<file path="config.mk">
export PLATFORM = sky130hd
export DESIGN_NAME = proc_control_unit
export DESIGN_NICKNAME = d
export VERILOG_FILES = /design/src/rtl/proc_control_unit.sv
export SDC_FILE = /design/constraint.sdc
export NUM_CORES = 1
export LEC_CHECK = 0
export ABC_AREA = 1
export CORE_MARGIN = 8
export CORE_UTILIZATION = 46
export CTS_CLUSTER_DIAMETER = 50
export DETAILED_ROUTE_END_ITERATION = 12
export GPL_TIMING_DRIVEN = 0
export PLACE_DENSITY = 0.84
export SYNTH_ARGS = -nofsm -noshare
export SYNTH_HDL_FRONTEND = slang
export SYNTH_SLANG_ARGS = --single-unit
export TNS_END_PERCENT = 20
</file>
<file path="constraint.sdc">
create_clock -name Clock -period 2.39 [get_ports Clock]
set_input_delay 0.239 -clock Clock [delete_from_list [all_inputs] [get_ports Clock]]
set_output_delay 0.239 -clock Clock [all_outputs]
set_load 0.02 [all_outputs]
</file>
<file path="src/rtl/proc_control_unit.sv">
// ---------------------------------------------------------------------------
// proc_control_unit
//
// Control FSM for a small 16-bit processor. It fetches instructions from an
// instruction ROM via a program counter, decodes them, and drives the
// Datapath control interface cycle by cycle. All Datapath reads and writes
// originate here.
//
// Optional build macro:
//   PROC_STEP_EN  - adds a Step input. FETCH then waits for a rising edge of
//                   Step before it loads IR and advances the PC, so exactly
//                   one instruction runs per Step edge.
//
// Parameters:
//   PC_W        program counter / instruction address width
//
// Ports:
//   Clock       in   system clock, rising edge
//   Reset_n     in   asynchronous active-low reset
//   Step        in   single-step request (only with PROC_STEP_EN)
//   IR_In       in   instruction word at PC_Addr (combinational ROM read)
//   PC_Addr     out  instruction address
//   D_Addr      out  data memory address
//   D_Wr        out  data memory write enable
//   RF_s        out  register-file write mux select (0=ALU, 1=memory)
//   RF_W_Addr   out  register write address
//   RF_W_en     out  register write enable
//   RF_Ra_Addr  out  register A read address
//   RF_Rb_Addr  out  register B read address
//   ALU_s0      out  ALU op (0=pass A, 1=A+B, 2=A-B)
//   State       out  current FSM state (debug)
//   Halted      out  high while in HALT
// ---------------------------------------------------------------------------
module proc_control_unit #(
    parameter int PC_W = 7
) (
    input  logic            Clock,
    input  logic            Reset_n,
`ifdef PROC_STEP_EN
    input  logic            Step,
`endif
    input  logic [15:0]     IR_In,
    output logic [PC_W-1:0] PC_Addr,
    output logic [7:0]      D_Addr,
    output logic            D_Wr,
    output logic            RF_s,
    output logic [3:0]      RF_W_Addr,
    output logic            RF_W_en,
    output logic [3:0]      RF_Ra_Addr,
    output logic [3:0]      RF_Rb_Addr,
    output logic [2:0]      ALU_s0,
    output logic [3:0]      State,
    output logic            Halted
);

    typedef enum logic [3:0] {
        S_INIT   = 4'd0,
        S_FETCH  = 4'd1,
        S_DECODE = 4'd2,
        S_NOOP   = 4'd3,
        S_LOAD_A = 4'd4,
        S_LOAD_B = 4'd5,
        S_STORE  = 4'd6,
        S_ADD    = 4'd7,
        S_SUB    = 4'd8,
        S_HALT   = 4'd9
    } state_t;

    localparam logic [3:0] OP_STORE = 4'h1;
    localparam logic [3:0] OP_LOAD  = 4'h2;
    localparam logic [3:0] OP_ADD   = 4'h3;
    localparam logic [3:0] OP_SUB   = 4'h4;
    localparam logic [3:0] OP_HALT  = 4'h5;

    localparam logic [2:0] ALU_ADD = 3'd1;
    localparam logic [2:0] ALU_SUB = 3'd2;

    state_t            state_q, state_d;
    logic [15:0]       ir_q, ir_d;
    logic [PC_W-1:0]   pc_q, pc_d;
    logic              fetch_go;
    logic [3:0]        opcode;

    assign opcode = ir_q[15:12];

    // -----------------------------------------------------------------------
    // Fetch gating: free-running by default, edge-triggered by Step when the
    // single-step feature is built in.
    // -----------------------------------------------------------------------
`ifdef PROC_STEP_EN
    logic step_prev_q;

    always_ff @(posedge Clock or negedge Reset_n) begin
        if (!Reset_n) begin
            step_prev_q <= 1'b0;
        end else begin
            step_prev_q <= Step;
        end
    end

    assign fetch_go = Step & ~step_prev_q;
`else
    assign fetch_go = 1'b1;
`endif

    // -----------------------------------------------------------------------
    // State, instruction and program counter registers
    // -----------------------------------------------------------------------
    always_ff @(posedge Clock or negedge Reset_n) begin
        if (!Reset_n) begin
            state_q <= S_INIT;
            ir_q    <= 16'h0000;
            pc_q    <= '0;
        end else begin
            state_q <= state_d;
            ir_q    <= ir_d;
            pc_q    <= pc_d;
        end
    end

    // -----------------------------------------------------------------------
    // Next-state logic. IR and PC only change in FETCH, so the PC advances
    // exactly once per instruction and is naturally frozen in HALT.
    // -----------------------------------------------------------------------
    always_comb begin
        state_d = state_q;
        ir_d    = ir_q;
        pc_d    = pc_q;

        case (state_q)
            S_INIT: begin
                state_d = S_FETCH;
            end
            S_FETCH: begin
                if (fetch_go) begin
                    ir_d    = IR_In;
                    // Wraps from all-ones to zero by natural overflow.
                    pc_d    = pc_q + {{(PC_W-1){1'b0}}, 1'b1};
                    state_d = S_DECODE;
                end
            end
            S_DECODE: begin
                case (opcode)
                    OP_STORE: state_d = S_STORE;
                    OP_LOAD:  state_d = S_LOAD_A;
                    OP_ADD:   state_d = S_ADD;
                    OP_SUB:   state_d = S_SUB;
                    OP_HALT:  state_d = S_HALT;
                    default:  state_d = S_NOOP;  // 0 and 6..F
                endcase
            end
            S_NOOP:   state_d = S_FETCH;
            S_LOAD_A: state_d = S_LOAD_B;
            S_LOAD_B: state_d = S_FETCH;
            S_STORE:  state_d = S_FETCH;
            S_ADD:    state_d = S_FETCH;
            S_SUB:    state_d = S_FETCH;
            S_HALT:   state_d = S_HALT;
            // Unused encodings restart cleanly rather than lock up.
            default:  state_d = S_INIT;
        endcase
    end

    // -----------------------------------------------------------------------
    // Moore outputs, decoded from the state and IR registers only. Because
    // both registers clear asynchronously, every enable drops the instant
    // Reset_n is asserted.
    // -----------------------------------------------------------------------
    always_comb begin
        D_Addr     = 8'h00;
        D_Wr       = 1'b0;
        RF_s       = 1'b0;
        RF_W_Addr  = 4'h0;
        RF_W_en    = 1'b0;
        RF_Ra_Addr = 4'h0;
        RF_Rb_Addr = 4'h0;
        ALU_s0     = 3'd0;
        Halted     = 1'b0;

        case (state_q)
            S_LOAD_A: begin
                // Address is presented one cycle early to cover the
                // synchronous data memory read.
                D_Addr    = ir_q[11:4];
                RF_s      = 1'b1;
                RF_W_Addr = ir_q[3:0];
            end
            S_LOAD_B: begin
                D_Addr    = ir_q[11:4];
                RF_s      = 1'b1;
                RF_W_Addr = ir_q[3:0];
                RF_W_en   = 1'b1;
            end
            S_STORE: begin
                D_Addr     = ir_q[11:4];
                RF_Ra_Addr = ir_q[3:0];
                D_Wr       = 1'b1;
            end
            S_ADD: begin
                RF_Ra_Addr = ir_q[11:8];
                RF_Rb_Addr = ir_q[7:4];
                RF_W_Addr  = ir_q[3:0];
                ALU_s0     = ALU_ADD;
                RF_W_en    = 1'b1;
            end
            S_SUB: begin
                RF_Ra_Addr = ir_q[11:8];
                RF_Rb_Addr = ir_q[7:4];
                RF_W_Addr  = ir_q[3:0];
                ALU_s0     = ALU_SUB;
                RF_W_en    = 1'b1;
            end
            S_HALT: begin
                Halted = 1'b1;
            end
            default: begin
            end
        endcase
    end

    assign PC_Addr = pc_q;
    assign State   = state_q;

endmodule
</file>
==> run_results.csv, run 1 <==
group,metric,value,unit
detailed_routing,wl_met1,1510,um
global_route,grt_max_degree,28,
detailed_routing,vias_per_cell,4.64,
yosys,synth_xor_xnor_area_share,2.46,%
power,cellLeakagePower,1.24,nW
final_layout,post-route-cell-area,0.00206,sq mm
final_layout,antennaDiodeCount,0,
global_route,grt_pass1_vias,1336,
final_layout,fin_nets,271,
detailed_routing,met3_length,154,um
clock_tree,clock-sinks,27,
setup_path,cp-end-kind,"primary output",
die,die_w,71.7,um
setup_path,reg2reg_slack,1.06,ns
final_layout,utilization,68.7,%
hold_path,holdPathStages,3,
yosys,synthAdderAreaFrac,0.877,%
placement,io_buffer_count,54,
detailed_routing,ant_nets,0,
yosys,syn_area,0.00143,sq mm
setup_path,critical_path_class,"reg -> out",
detailed_routing,drc,0,
clock_tree,cts_made_buffers,3,
yosys,synthTopCellsByCount,"nand2_1 (77), dfrtp_1 (27), inv_1 (26)",
die,core,0.00300,sq mm
setup_path,slowest_delay,0.64,ns
setup_path,reg2regPathDepth,6,
yosys,yosysMostFrequentCell,"nand2_1",
timing,setup_viol,0,
timing,worst_slew_pin_slew,1.17,ns
die,rows,20,
final_layout,num-fill-cells,253,
global_route,antenna_found_initial,0,
detailed_routing,top_layer,"met4",
hold_path,min_from,"IR_In[0]",
yosys,synth_top_family_by_area,"simple AND/OR/NAND/NOR gates",
flow_run,maxCapViolations,0,
global_route,grt_usage,14.4,%
clock_tree,clk_pin_slew,0.14,ns
timing,period_share,91.4,%
timing,setup_tns,0,ns
detailed_routing,dr_total_vias,1318,
yosys,seq_area_frac_synth,47.4,%
yosys,synth_top_area_cell,"dfrtp_1",
global_route,overflow,0,
yosys,ys_warn_count,0,
final_layout,synthToLayoutAreaGrowth,44.6,%
placement,detailed_place_hpwl,2770,um
final_layout,layout-drive-gt1-share,7.97,%
timing,fmaxAchievable,0.458,GHz
clock_tree,cts_tree,"done",
clock_tree,clock_latency,0.31,ns
die,initial_utilization,47.5,%
placement,dpl_cell_area,0.00201,sq mm
hold_path,min_to,"ir_q[0]$_DFFE_PN0N_",
yosys,syn_inst,193,
yosys,synth_top_area_share,47.4,%
timing,skew,0.00462,ns
yosys,synthMuxAreaShare,0,%
status,outcome,"finished, final reports clean",
clock_tree,cts_root_buf,"clkbuf_4",
setup_path,start_kind,"flip-flop",
timing,hold_viol_final,0,
setup_path,reg2reg_from,"State[3]$_DFF_PN0_",
detailed_routing,postRouteWirelength,3540,um
yosys,synth_flop_cell,"dfrtp_1",
power,power_density,1130,mW/mm^2
final_layout,fin_cells,284,
setup_path,cp.arrival,1.94,ns
detailed_routing,routedWlPerCell,12.5,um
detailed_routing,wl_met2,1840,um
detailed_routing,drt_iter0_drc,44,
power,p_total,2.32,mW
setup_path,r2r-end,"PC_Addr[5]$_DFFE_PN0N_",
die,ios,56,
timing,relSlewSlack,22.0,%
timing,fin_crit,2.18,ns
timing,setup_ws,0.207,ns
detailed_routing,drtPass1Iterations,4,
setup_path,path_cells,"inv_1, nor2_4, o21ai_2, nor2_1, clkdlybuf4s50_1",
global_route,grt_pass1_wl,6060,um
yosys,synth_compound_area_share,5.61,%
yosys,synthSimpleGateAreaFrac,32.6,%
die,dieArea,0.00514,sq mm
die,die_h,71.7,um
timing,final-max-slew-violation-count,0,
setup_path,cp_data_required_time,2.15,ns
setup_path,cp_max_fo,8,
timing,rsz0062_at_grt,"no",
timing,whs,0.439,ns
clock_tree,clockBufferDepth,2,
yosys,ys_top_cells_by_area,"dfrtp_1 (47%), nand2_1 (20%), inv_1 (6.8%)",
clock_tree,htreeDepth,1,
yosys,ys_ff_latch,27,
yosys,async_flop_share,100,%
setup_path,crit_slowest_cell,"clkdlybuf4s50_1",
yosys,synth_edf_count,0,
hold_path,worstHoldPathType,"in -> reg",
placement,dpl_worst_slack,0.311,ns
yosys,syn_avg_cell_area,7.39,sq um
yosys,syn_nets,212,
placement,dp_cells,280,
power,ir_drop,517,uV
yosys,synth_cell_types,24,
setup_path,startpoint,"State[2]$_DFF_PN0_",
placement,gp_congestion,0.796,
[registers in the layout (all words and copies together) (netlist names)]
name / count
State: 4
ir_q: 16
PC_Addr: 7
[power breakdown]
group          total (mW)  internal, mW  switching, mW  leakage [nW]
Clock               0.188        0.0652          0.123        0.0150
Sequential          0.852         0.670          0.181         0.335
Combinational        1.28         0.535          0.749         0.891
Total                2.32          1.27           1.05          1.24
[worst max path at each step]
stage	endpoint	slack, ns	cells past startpoint
detailed placement	RF_Rb_Addr[3]	0.31	6
finish	D_Addr[4]	0.21	5
global route	RF_Rb_Addr[1]	0.06	7
global placement	D_Addr[7]	0.38	4
floorplan	RF_Rb_Addr[0]	0.78	6
CTS	RF_Rb_Addr[0]	0.006	6
[area by class of cell]
type,instances,area (sq um),area share [%]
multi-input cells,133,606,29.4
repair buffers,54,559,27.1
flip-flops and latches,27,677,32.8
clock buffers,4,26.3,1.27
plain buffers,5,48.8,2.37
well taps,33,41.3,2.00
inverters,28,105,5.09
[placed cells by master, fill, tap and decap left out, drive strengths merged, types with 4 or more instances in the layout]
cell type / synthesis / layout
o21ai: 14 / 14
nor2: 22 / 22
inv: 28 / 28
dfrtp: 27 / 27
clkdlybuf4s50: 0 / 42
nand3: 9 / 9
clkbuf: 1 / 5
buf: 4 / 4
nand2: 80 / 80
dlymetal6s2s: 0 / 9
[cell families after synthesis]
| family | Yosys count |
|---|---|
| xor gates and xnor gates | 4 |
| other | 1 |
| adders and majority gates | 1 |
| buffers and inverters | 33 |
| AOI/OAI and AO/OA | 15 |
| and+or+nand+nor | 112 |
| DFF | 27 |
[metal layers]
metal  GRT usage, %  up-vias
li1               -      693
met2           26.1       28
met1           16.6      595
met3           1.67        2
met4           5.44        0
met5              0        -
[critical path: cells and delay by family, from the launching register on]
family,cells,cell delay [ns]
buffers and inverters,2,0.76
DFF,1,0.43
and+or+nand+nor,2,0.29
AOI/OAI and AO/OA,1,0.15
[what timing repair did]
action,4_1_cts,5_1_grt
hold buffers,0,0
buffers inserted,0,0
gates resized for setup,4,11
endpoints found under the setup margin,4,17
Note: power is estimated with default switching activity, not from simulation.
==> run 2, diff against run 1 <==
--- a/config.mk
+++ b/config.mk
@@ -5,7 +5,6 @@
 export SDC_FILE = /design/constraint.sdc
 export NUM_CORES = 1
 export LEC_CHECK = 0
-export ABC_AREA = 1
 export CORE_MARGIN = 8
 export CORE_UTILIZATION = 46
 export CTS_CLUSTER_DIAMETER = 50
==> run_results.csv, run 2 <==
group,metric,value,unit
timing,period_share,95.5,%
timing,worst_slew_pin_slew,1.16,ns
detailed_routing,drc,0,
die,die_h,71.5,um
yosys,synth_flop_cell,"dfrtp_1",
yosys,ys_warn_count,0,
setup_path,critPathTopFamily,"buffers and inverters",
final_layout,layout-drive-gt1-share,21.1,%
placement,dpl_worst_slack,0.0590,ns
timing,whs,0.487,ns
yosys,synthTopCellsByCount,"dfrtp_1 (27), mux2_2 (17), and2_1 (12)",
yosys,syn_nets,140,
setup_path,r2r-end,"ir_q[5]$_DFFE_PN0N_",
setup_path,critical_path_class,"reg -> out",
power,p_int,1.39,mW
die,dieArea,0.00511,sq mm
clock_tree,cts_root_buf,"clkbuf_4",
clock_tree,cts_tree,"done",
hold_path,min_from,"PC_Addr[6]$_DFFE_PN0N_",
final_layout,multi_input_area,704,sq um
power,power_density,1140,mW/mm^2
setup_path,start_kind,"flip-flop",
timing,relSlewSlack,22.4,%
yosys,async_flop_share,100,%
power,p_sw,935,uW
global_route,grt_pass1_wl,6170,um
yosys,seq_area_frac_synth,47.7,%
placement,io_buffer_count,54,
final_layout,final_common_cell,"clkdlybuf4s50_1",
yosys,yosysMostFrequentCell,"dfrtp_1",
clock_tree,clock_latency,0.32,ns
hold_path,min_to,"PC_Addr[6]$_DFFE_PN0N_",
power,ir_drop,695,uV
setup_path,reg2reg_from,"State[3]$_DFF_PN0_",
clock_tree,clockBufferDepth,2,
detailed_routing,dr_total_vias,1158,
global_route,grt_usage,15.0,%
setup_path,reg2reg_slack,0.63,ns
final_layout,num-fill-cells,238,
power,p_comb_share,53.3,%
die,initial_utilization,47.2,%
die,die_w,71.5,um
global_route,overflow,0,
global_route,grt_max_degree,28,
timing,fmaxAchievable,0.438,GHz
power,cellLeakagePower,0.950,nW
timing,final-max-slew-violation-count,0,
final_layout,utilization,68.0,%
detailed_routing,postRouteWirelength,3610,um
detailed_routing,ant_nets,0,
placement,dp_cells,208,
hold_path,holdPathStages,1,
setup_path,cp_max_fo,4,
placement,gp_congestion,0.794,
final_layout,antennaDiodeCount,0,
timing,hold_viol_final,0,
power,swShare,40.2,%
timing,setup_viol,0,
final_layout,layout_common_cells,"clkdlybuf4s50_1 (32), dfrtp_1 (26), mux2_2 (17)",
power,p_clk_share,8.2,%
detailed_routing,vias_per_cell,5.44,
power,p_total,2.33,mW
yosys,syn_inst,121,
setup_path,cp-end-kind,"primary output",
setup_path,crit_slowest_cell,"clkdlybuf4s50_1",
yosys,ys_top_cells_by_area,"dfrtp_1 (48%), mux2_2 (14%), and2_1 (5.3%)",
power,p_seq_share,38.5,%
clock_tree,clk_pin_slew,0.14,ns
final_layout,largest_reg_flops,16,
setup_path,cp_data_required_time,2.15,ns
timing,fin_crit,2.28,ns
die,rows,20,
yosys,synth_cell_types,36,
yosys,syn_area,0.00142,sq mm
clock_tree,cts_hold_buf,0,
placement,detailed_place_hpwl,2840,um
yosys,synth_top_area_share,47.7,%
setup_path,slowest_delay,0.60,ns
yosys,synth_edf_count,0,
final_layout,fin_cells,213,
setup_path,cp.arrival,2.04,ns
final_layout,synthToLayoutAreaGrowth,44.0,%
detailed_routing,routedWlPerCell,17.0,um
detailed_routing,drt_iter0_drc,58,
die,core,0.00300,sq mm
clock_tree,cts_made_buffers,3,
yosys,synth_top_area_cell,"dfrtp_1",
timing,setup_ws,0.106,ns
yosys,syn_avg_cell_area,11.7,sq um
global_route,antenna_found_initial,0,
setup_path,path_cells,"or4b_4, inv_1, clkdlybuf4s50_1",
timing,skew,0.00592,ns
final_layout,final-seq-area,677,sq um
die,ios,56,
final_layout,top_register,"ir_q",
clock_tree,htreeDepth,1,
hold_path,worstHoldPathType,"reg -> reg",
flow_run,maxCapViolations,0,
setup_path,critPathBufInv,2,
yosys,ys_ff_latch,27,
status,outcome,"finished, final reports clean",
final_layout,fin_nets,200,
clock_tree,clock-sinks,27,
setup_path,reg2regPathDepth,4,
global_route,grt_pass1_vias,1214,
detailed_routing,drtPass1Iterations,5,
run 2: cell types whose count changed after synthesis, sizes merged, moves of 4 or more:
cell	before	now
nor2	22	4
nand3	9	1
xnor2	1	5
nand2	80	4
mux2	0	17
o21ai	14	4
a21boi	0	4
inv	28	2
and2	0	12
a22o	0	4
run 2: layout make-up:
| class | count | area share [%] |
|---|---|---|
| Tap cell | 33 | 2.02 |
| Inverter | 2 | 0.368 |
| Clock buffer | 4 | 1.29 |
| Sequential cell | 27 | 33.2 |
| Buffer | 7 | 3.00 |
| Multi-Input combinational cell | 85 | 34.5 |
| Timing Repair Buffer | 55 | 25.6 |
run 2: worst max-delay path by stage:
stage,startpoint,endpoint,slack [ns],cells past startpoint
2_1_floorplan,State[2]$_DFF_PN0_,RF_W_Addr[0],0.44,4
3_3_place_gp,State[2]$_DFF_PN0_,D_Addr[7],0.14,5
3_5_place_dp,State[2]$_DFF_PN0_,D_Addr[7],0.06,5
4_1_cts,State[2]$_DFF_PN0_,D_Wr,0.006,4
5_1_grt,State[2]$_DFF_PN0_,RF_W_Addr[2],-0.003,5
6_report,State[1]$_DFF_PN0_,ALU_s0[1],0.11,3
run 2: per-layer routing:
metal	GRT usage (%)	vias up	part of all wire [%]
li1	-	555	-
met1	17.3	561	41
met2	25.1	36	50
met3	5.44	6	7.8
met4	4.76	0	1.4
met5	0	-	0
run 2: timing repair:
action                                  CTS  global route
pin swaps                                 1             0
setup buffers                             1             0
gates resized for setup                  24            13
endpoints found under the setup margin   20            15
run 2: logic make-up after synthesis:
| logic type | after synthesis | share of synthesized area [%] |
|---|---|---|
| AO/OA/AOI/OAI | 20 | 10.2 |
| XOR/XNOR | 7 | 4.32 |
| other | 1 | 0.265 |
| flip-flops | 27 | 47.7 |
| adder cells (fa/ha/maj) | 1 | 0.882 |
| AND/OR/NAND/NOR | 39 | 18.4 |
| multiplexers | 17 | 13.5 |
| buffers and inverters | 9 | 4.68 |
run 2: power by group through the flow:
stage / registers, mW / clock network (mW) / logic (mW)
floorplan: 0.931 / 0 / 0.751
global placement: 0.883 / 0 / 1.20
detailed placement: 0.903 / 0 / 1.24
CTS: 0.896 / 0.197 / 1.24
global route: 0.938 / 0.216 / 1.35
finish: 0.896 / 0.190 / 1.24
run 2: stage by stage:
stage                     TNS [ns]  instance area (sq um)
after floorplan                  0                   1420
after detailed placement         0                   2000
after CTS                        0                   2030
after global placement           0                   2000
after global routing      -0.00296                   2040
final                            0                   2040
